## src/rtl/memory_control_system_if.sv

```systemverilog
`default_nettype none
// ============================================================================
//  Module      : memory_control_system_if
//  Description : Execute-stage to RAM bus bundle for the memory controller.
//  Revision    : 1.0  initial release
// ============================================================================
interface memory_control_system_if;
    logic [3:0]  opcode;
    logic [31:0] src1;
    logic [31:0] src2;
    logic [31:0] ram_data_in;
    logic [7:0]  pc;
    logic [31:0] alu_result;
    logic        rw;
    logic [15:0] addr_bus;
    logic [31:0] ram_data_out;
    logic [31:0] wb_data;
    logic        wb_en;

    modport master (
        output opcode, src1, src2, ram_data_in, pc, alu_result,
        input  rw, addr_bus, ram_data_out, wb_data, wb_en
    );

    modport slave (
        input  opcode, src1, src2, ram_data_in, pc, alu_result,
        output rw, addr_bus, ram_data_out, wb_data, wb_en
    );
endinterface
`default_nettype wire

```

## src/rtl/memory_control_system.sv

```systemverilog
`default_nettype none
// ============================================================================
//  Module      : memory_control_system
//  Description : Two-stage memory-access controller (address phase, then
//                write-back data phase) between execute stage and RAM.
//  Revision    : 1.0  initial release
// ============================================================================
module memory_control_system #(
    parameter logic [3:0] OP_LDR = 4'b1000,
    parameter logic [3:0] OP_STR = 4'b1001
) (
    input  wire logic               clk,
    input  wire logic               rst,
    memory_control_system_if.slave  bus
);

    logic        r_valid;
    logic [3:0]  r_op;
    logic [31:0] r_alu;

    // Upper operand bits never reach the 16-bit address bus.
    logic w_unused_src2_hi;
    assign w_unused_src2_hi = &{1'b0, bus.src2[31:16]};

    always_ff @(posedge clk) begin
        if (rst) begin
            bus.rw           <= 1'b0;
            bus.addr_bus     <= 16'h0000;
            bus.ram_data_out <= 32'h0;
            bus.wb_data      <= 32'h0;
            bus.wb_en        <= 1'b0;
            r_valid          <= 1'b0;
            r_op             <= 4'h0;
            r_alu            <= 32'h0;
        end else begin
            // Address phase: unknown opcodes fall to the fetch case.
            case (bus.opcode)
                OP_STR: begin
                    bus.rw           <= 1'b1;
                    bus.addr_bus     <= bus.src2[15:0];
                    bus.ram_data_out <= bus.src1;
                end
                OP_LDR: begin
                    bus.rw           <= 1'b0;
                    bus.addr_bus     <= bus.src2[15:0];
                    bus.ram_data_out <= 32'h0;
                end
                default: begin
                    bus.rw           <= 1'b0;
                    bus.addr_bus     <= {8'h00, bus.pc};
                    bus.ram_data_out <= 32'h0;
                end
            endcase
            r_op    <= bus.opcode;
            r_alu   <= bus.alu_result;
            r_valid <= 1'b1;

            // Data phase: RAM read data arrives while stage-1 address is driven.
            bus.wb_data <= (r_op == OP_LDR) ? bus.ram_data_in : r_alu;
            bus.wb_en   <= r_valid && (r_op != OP_STR);
        end
    end

endmodule
`default_nettype wire

```

## src/flat_wrapper.sv

```systemverilog
// flat-port wrapper written by rule: the top's interface ports become plain ports
module memory_control_system_flat 
#(
    parameter logic [3:0] OP_LDR = 4'b1000,
    parameter logic [3:0] OP_STR = 4'b1001
)
  (clk, rst, bus_opcode, bus_src1, bus_src2, bus_ram_data_in, bus_pc, bus_alu_result, bus_rw, bus_addr_bus, bus_ram_data_out, bus_wb_data, bus_wb_en);
  memory_control_system_if bus_i ();
  input  wire logic clk;
  input  wire logic rst;
  input wire logic [$bits(bus_i.opcode)-1:0] bus_opcode;
  input wire logic [$bits(bus_i.src1)-1:0] bus_src1;
  input wire logic [$bits(bus_i.src2)-1:0] bus_src2;
  input wire logic [$bits(bus_i.ram_data_in)-1:0] bus_ram_data_in;
  input wire logic [$bits(bus_i.pc)-1:0] bus_pc;
  input wire logic [$bits(bus_i.alu_result)-1:0] bus_alu_result;
  output wire logic [$bits(bus_i.rw)-1:0] bus_rw;
  output wire logic [$bits(bus_i.addr_bus)-1:0] bus_addr_bus;
  output wire logic [$bits(bus_i.ram_data_out)-1:0] bus_ram_data_out;
  output wire logic [$bits(bus_i.wb_data)-1:0] bus_wb_data;
  output wire logic [$bits(bus_i.wb_en)-1:0] bus_wb_en;
  assign bus_i.opcode = bus_opcode;
  assign bus_i.src1 = bus_src1;
  assign bus_i.src2 = bus_src2;
  assign bus_i.ram_data_in = bus_ram_data_in;
  assign bus_i.pc = bus_pc;
  assign bus_i.alu_result = bus_alu_result;
  assign bus_rw = bus_i.rw;
  assign bus_addr_bus = bus_i.addr_bus;
  assign bus_ram_data_out = bus_i.ram_data_out;
  assign bus_wb_data = bus_i.wb_data;
  assign bus_wb_en = bus_i.wb_en;
  memory_control_system #(.OP_LDR(OP_LDR), .OP_STR(OP_STR)) u_core (.clk(clk), .rst(rst), .bus(bus_i));
endmodule
```

## config.mk

```make
export PLATFORM = sky130hd
export DESIGN_NAME = memory_control_system_flat
export DESIGN_NICKNAME = d
export VERILOG_FILES = /design/src/rtl/memory_control_system_if.sv /design/src/rtl/memory_control_system.sv /design/src/flat_wrapper.sv
export SDC_FILE = /design/constraint.sdc
export NUM_CORES = 1
export LEC_CHECK = 0
export CORE_MARGIN = 2
export CORE_UTILIZATION = 41
export CTS_BUF_LIST = sky130_fd_sc_hd__clkbuf_8
export DETAILED_ROUTE_END_ITERATION = 6
export PLACE_DENSITY_LB_ADDON = 0.1
export SETUP_SLACK_MARGIN = 0.3
export SYNTH_ARGS = -nofsm -noshare
export SYNTH_HDL_FRONTEND = slang
export SYNTH_SLANG_ARGS = --single-unit
```

## constraint.sdc

```tcl
create_clock -name clk -period 2.3 [get_ports clk]
set_input_delay 0.46 -clock clk [delete_from_list [all_inputs] [get_ports clk]]
set_output_delay 0.46 -clock clk [all_outputs]
set_load 0.005 [all_outputs]
```

# == Word-level counts from Yosys, hierarchy flattened ==
# Index checks and enable logic that the tools add are counted.
# word_totals
wordCells,23
register_bits,119
inputBits,142
# op_classes
n_mux,4
n_bitwise,2
n_eq_ne,4
reduce_logical,4
# ops
cell,count
two-way mux 32 bit,1
"equality test 4 bit, second input constant",3
two-way mux 8 bit,1
OR reduction 2 bit,3
"inequality test 4 bit, second input constant",1
two-way mux 1 bit,2
NOT 1 bit,2
logical AND 1 bit,1

# == Longest topological paths before layout ==
# depth
depth_word,4
ltp_mapped,4

# == Worst setup path after synthesis ==
# Ideal clock, no wire load.
# synth_timing
kind,input to register
startpoint,input rst
endpoint,register u_core.bus.ram_data_out[23]
required_ns,2.240
path_stages,4
path_buffers,2
slack_ns,1.006
arrival_time_ns,1.234
cell_sequence,buf_2 nor4b_4 clkbuf_2 and3_1
# synth_via
elab_chain_len,1
# synth_rtl
element,line_no,rtl
start: declaration,flat_wrapper.sv:10,input wire logic rst;
OR reduction 2 bit (no line),--,
end signal: assignment,memory_control_system.sv:41,bus.ram_data_out <= bus.src1;
end: declaration,memory_control_system_if.sv:27,"output rw, addr_bus, ram_data_out, wb_data, wb_en"
# No other way between the ends.
# A chain may end at the register's enable or synchronous reset.

# == Worst setup path in the final report ==
# layout_timing
startpoint,register u_core.bus.ram_data_out[2]
endpoint,output bus_ram_data_out[2]
# layout_lines
element,line_no,rtl
end: declaration,flat_wrapper.sv:19,output wire logic [$bits(bus_i.ram_data_out)-1:0] bus_ram_data_out;
# No word-level cell between the ends.

==> impl_metrics.py <==
metrics = {
    "outcome": {
        "status": "finished, final reports clean",
    },
    "timing": {
        "report.final.slew_viol_count": 0,
        "setup_tns_ps": 0,
        "worstMarginPinSlew_ps": 560.5,
        "holdWs_ps": 442.5,
        "maxSlewHeadroom_pct": 62.64,
        "timing.fmax_mhz": 576.3,
        "finalHoldViolations": 0,
        "setup_violations": 0,
        "min_period_ps": 1735,
        "skew_ps": 17.01,
        "post-route-period-util_pct": 75.44,
        "rsz0062_at_grt": "false",
    },
    "synth": {
        "synth_ff_type": "dfxtp_1",
        "synth-edff-count": 0,
        "synthCells": 346,
        "ys_types": 14,
        "yosysWarnings": 0,
        "synth_area_leaders": "dfxtp_1, nand2b_1, mux2i_1",
        "syn_nets": 488,
        "synth_common_cells": "dfxtp_1, nand2b_1, mux2i_1, nor2b_1, and3_1",
        "synth-seq-area-share_pct": 60.12,
        "ys_ff_latch": 119,
        "synthMostInstantiatedCell": "dfxtp_1",
        "yosys.area.top_type_share_pct": 60.12,
        "yosysTopAreaCell": "dfxtp_1",
        "synth_area_per_cell_um2": 11.45,
        "synthesis.area_um2": 3963,
        "async_flop_share_pct": 0,
    },
    "worst_setup_path": {
        "crit_type": "reg -> out",
        "crit_start": "u_core.bus.ram_data_out[2]",
        "cp_cell_sequence": "clkdlybuf4s50_1",
        "critPathRequiredTime_ps": 1840,
        "worstSetupPathDepth": 1,
        "cp-start-kind": "flop",
        "crit_family": "buffers and inverters",
        "rr_worst_depth": 3,
        "cp.arrival_ps": 1280,
        "cp_num_buf_inv": 1,
        "worstReg2RegEnd": "u_core.bus.wb_data[2]",
        "end_kind": "output port",
        "r2r-start": "u_core.r_op[1]",
        "crit_path_max_incr_delay_ps": 510,
        "cp_slowest_cell": "clkdlybuf4s50_1",
        "endpoint": "bus_ram_data_out[2]",
        "rrSetupSlack_ps": 850,
        "crit_fanout": 1,
    },
    "clock_tree": {
        "cts_num_sinks": 119,
        "cts_buffer_depth": 2,
        "cts_buffers": 17,
        "cts_root_buf": "clkbuf_8",
        "hold_buffers": 0,
        "clk_latency_ps": 430,
        "htreeDepth": 4,
        "cts.repair.resized": 0,
        "path_clk_slew_ps": 80,
        "cts_setup_buffers": 0,
        "cts_tree": "yes",
    },
    "power_and_ir_drop": {
        "power.total_uw": 4590,
        "ir_drop_mv": 0.3511,
        "p_per_area_nw_per_um2": 701.1,
        "leakagePower_uw": 0.002595,
    },
    "layout": {
        "nets": 698,
        "syn_to_final_growth_pct": 65.20,
        "fin_area_um2": 6546,
        "antennaDiodeCount": 0,
        "drive_above_1_share_pct": 7.733,
    },
    "routing": {
        "drcViolationCount": 0,
        "drtAntennaViolNets": 0,
        "drt_first_pass_iters": 4,
        "wire_per_inst_um": 13.07,
        "wl_um": 9123,
        "vias": 3021,
        "dr.first_iter.drc_count": 45,
        "routed_via_density": 4.328,
    },
    "placement": {
        "dp_hpwl_um": 6762,
        "placed_cell_area_um2": 6135,
        "gp_routability_congestion": 0.7193,
        "port_buffers": 207,
    },
    "global_routing": {
        "antenna_found_initial": 0,
        "grt_pass1_vias": 2901,
        "grt_pass1_wl_um": 13800,
        "track_usage_pct": 17.90,
        "grt_max_degree": 63,
        "overflow": 0,
    },
    "die": {
        "core_um2": 9328,
        "io_pins": 224,
        "dieArea_um2": 10470,
        "fp-row-count": 35,
        "start_util_pct": 42.48,
        "die_y_um": 102.3,
        "die_w_um": 102.3,
    },
    "hold_path": {
        "hold_class": "reg -> reg",
    },
    "run": {
        "drv_cap": 0,
    },
}
==> worst min-delay path, stage by stage (launching register included) <==
cell      delay, ps
dfxtp_1         300
nand2b_1         50
mux2i_1          50
==> how the worst min path moves through the flow <==
stage               cells past startpoint              from                      to  slack (ps)
floorplan                               2   u_core.r_alu[0]   u_core.bus.wb_data[0]         430
CTS                                     2  u_core.r_alu[25]  u_core.bus.wb_data[25]         440
detailed placement                      2   u_core.r_alu[3]   u_core.bus.wb_data[3]         440
global route                            2  u_core.r_alu[25]  u_core.bus.wb_data[25]         470
finish                                  2  u_core.r_alu[25]  u_core.bus.wb_data[25]         440
global placement                        2   u_core.r_alu[9]   u_core.bus.wb_data[9]         440
==> power by group <==
part	switching [uW]	total (uW)	leakage (uW)	internal [uW]
Combinational	136	487	0.00142	351
Clock	861	1940	0.000195	1070
Sequential	22.6	2170	0.000978	2140
==> per-stage QoR <==
step / utilization (%) / setup WS [ps] / std cells
2_1_floorplan: - / 1006 / 346
3_3_place_gp: 65.77 / 477.4 / 666
3_5_place_dp: 65.77 / 442.9 / 666
4_1_cts: 70.18 / 506.4 / 698
5_1_grt: 70.18 / 477.1 / 698
6_report: 70.18 / 564.8 / 698
==> flip-flops by register name, summed over array words and instances, names as in the netlist <==
signal                   flops
u_core.bus.wb_en             1
u_core.r_op                  4
u_core.r_alu                32
u_core.r_valid               1
u_core.bus.rw                1
u_core.bus.ram_data_out     32
u_core.bus.wb_data          32
u_core.bus.addr_bus         16
==> layout make-up <==
| type | count | area [um^2] |
|---|---|---|
| Inverter | 1 | 3.754 |
| Clock inverter | 15 | 177.7 |
| Clock buffer | 17 | 234.0 |
| Fill cell | 760 | 2781 |
| Timing Repair Buffer | 215 | 2127 |
| Tap cell | 129 | 161.4 |
| Sequential cell | 119 | 2382 |
| Multi-Input combinational cell | 202 | 1460 |
==> layer usage <==
| metal | GRT usage, % | share of wire [%] | routed length, um | vias to the layer above |
|---|---|---|---|---|
| met1 | 17.22 | 37 | 3362 | 1346 |
| met3 | 11.42 | 12 | 1076 | 11 |
| met5 | 0 | 0 | 0 | - |
| li1 | - | - | - | 1528 |
| met4 | 7.077 | 1.4 | 131 | 0 |
| met2 | 30.72 | 50 | 4552 | 136 |
==> cell families (layout without fill, tap and decap cells) <==
logic type	Yosys count	in the layout	share of synthesized area, %
AND/OR/NAND/NOR	162	162	26.62
buffers and inverters	25	248	3.157
flip-flops	119	119	60.12
multiplexers	40	40	10.10
==> cell usage in the layout, fill, tap and decap left out, types with 2 or more instances in the layout <==
cell type,instances
nor2b_1,36
and2_1,9
dfxtp_1,119
clkinvlp_4,5
clkinv_2,3
clkbuf_8,17
mux2i_1,40
buf_4,8
clkdlybuf4s50_1,206
nand2b_1,80
and3_1,33
inv_6,3
nor4b_4,2
bufinv_16,3
Power figures use the tool's default switching activity.
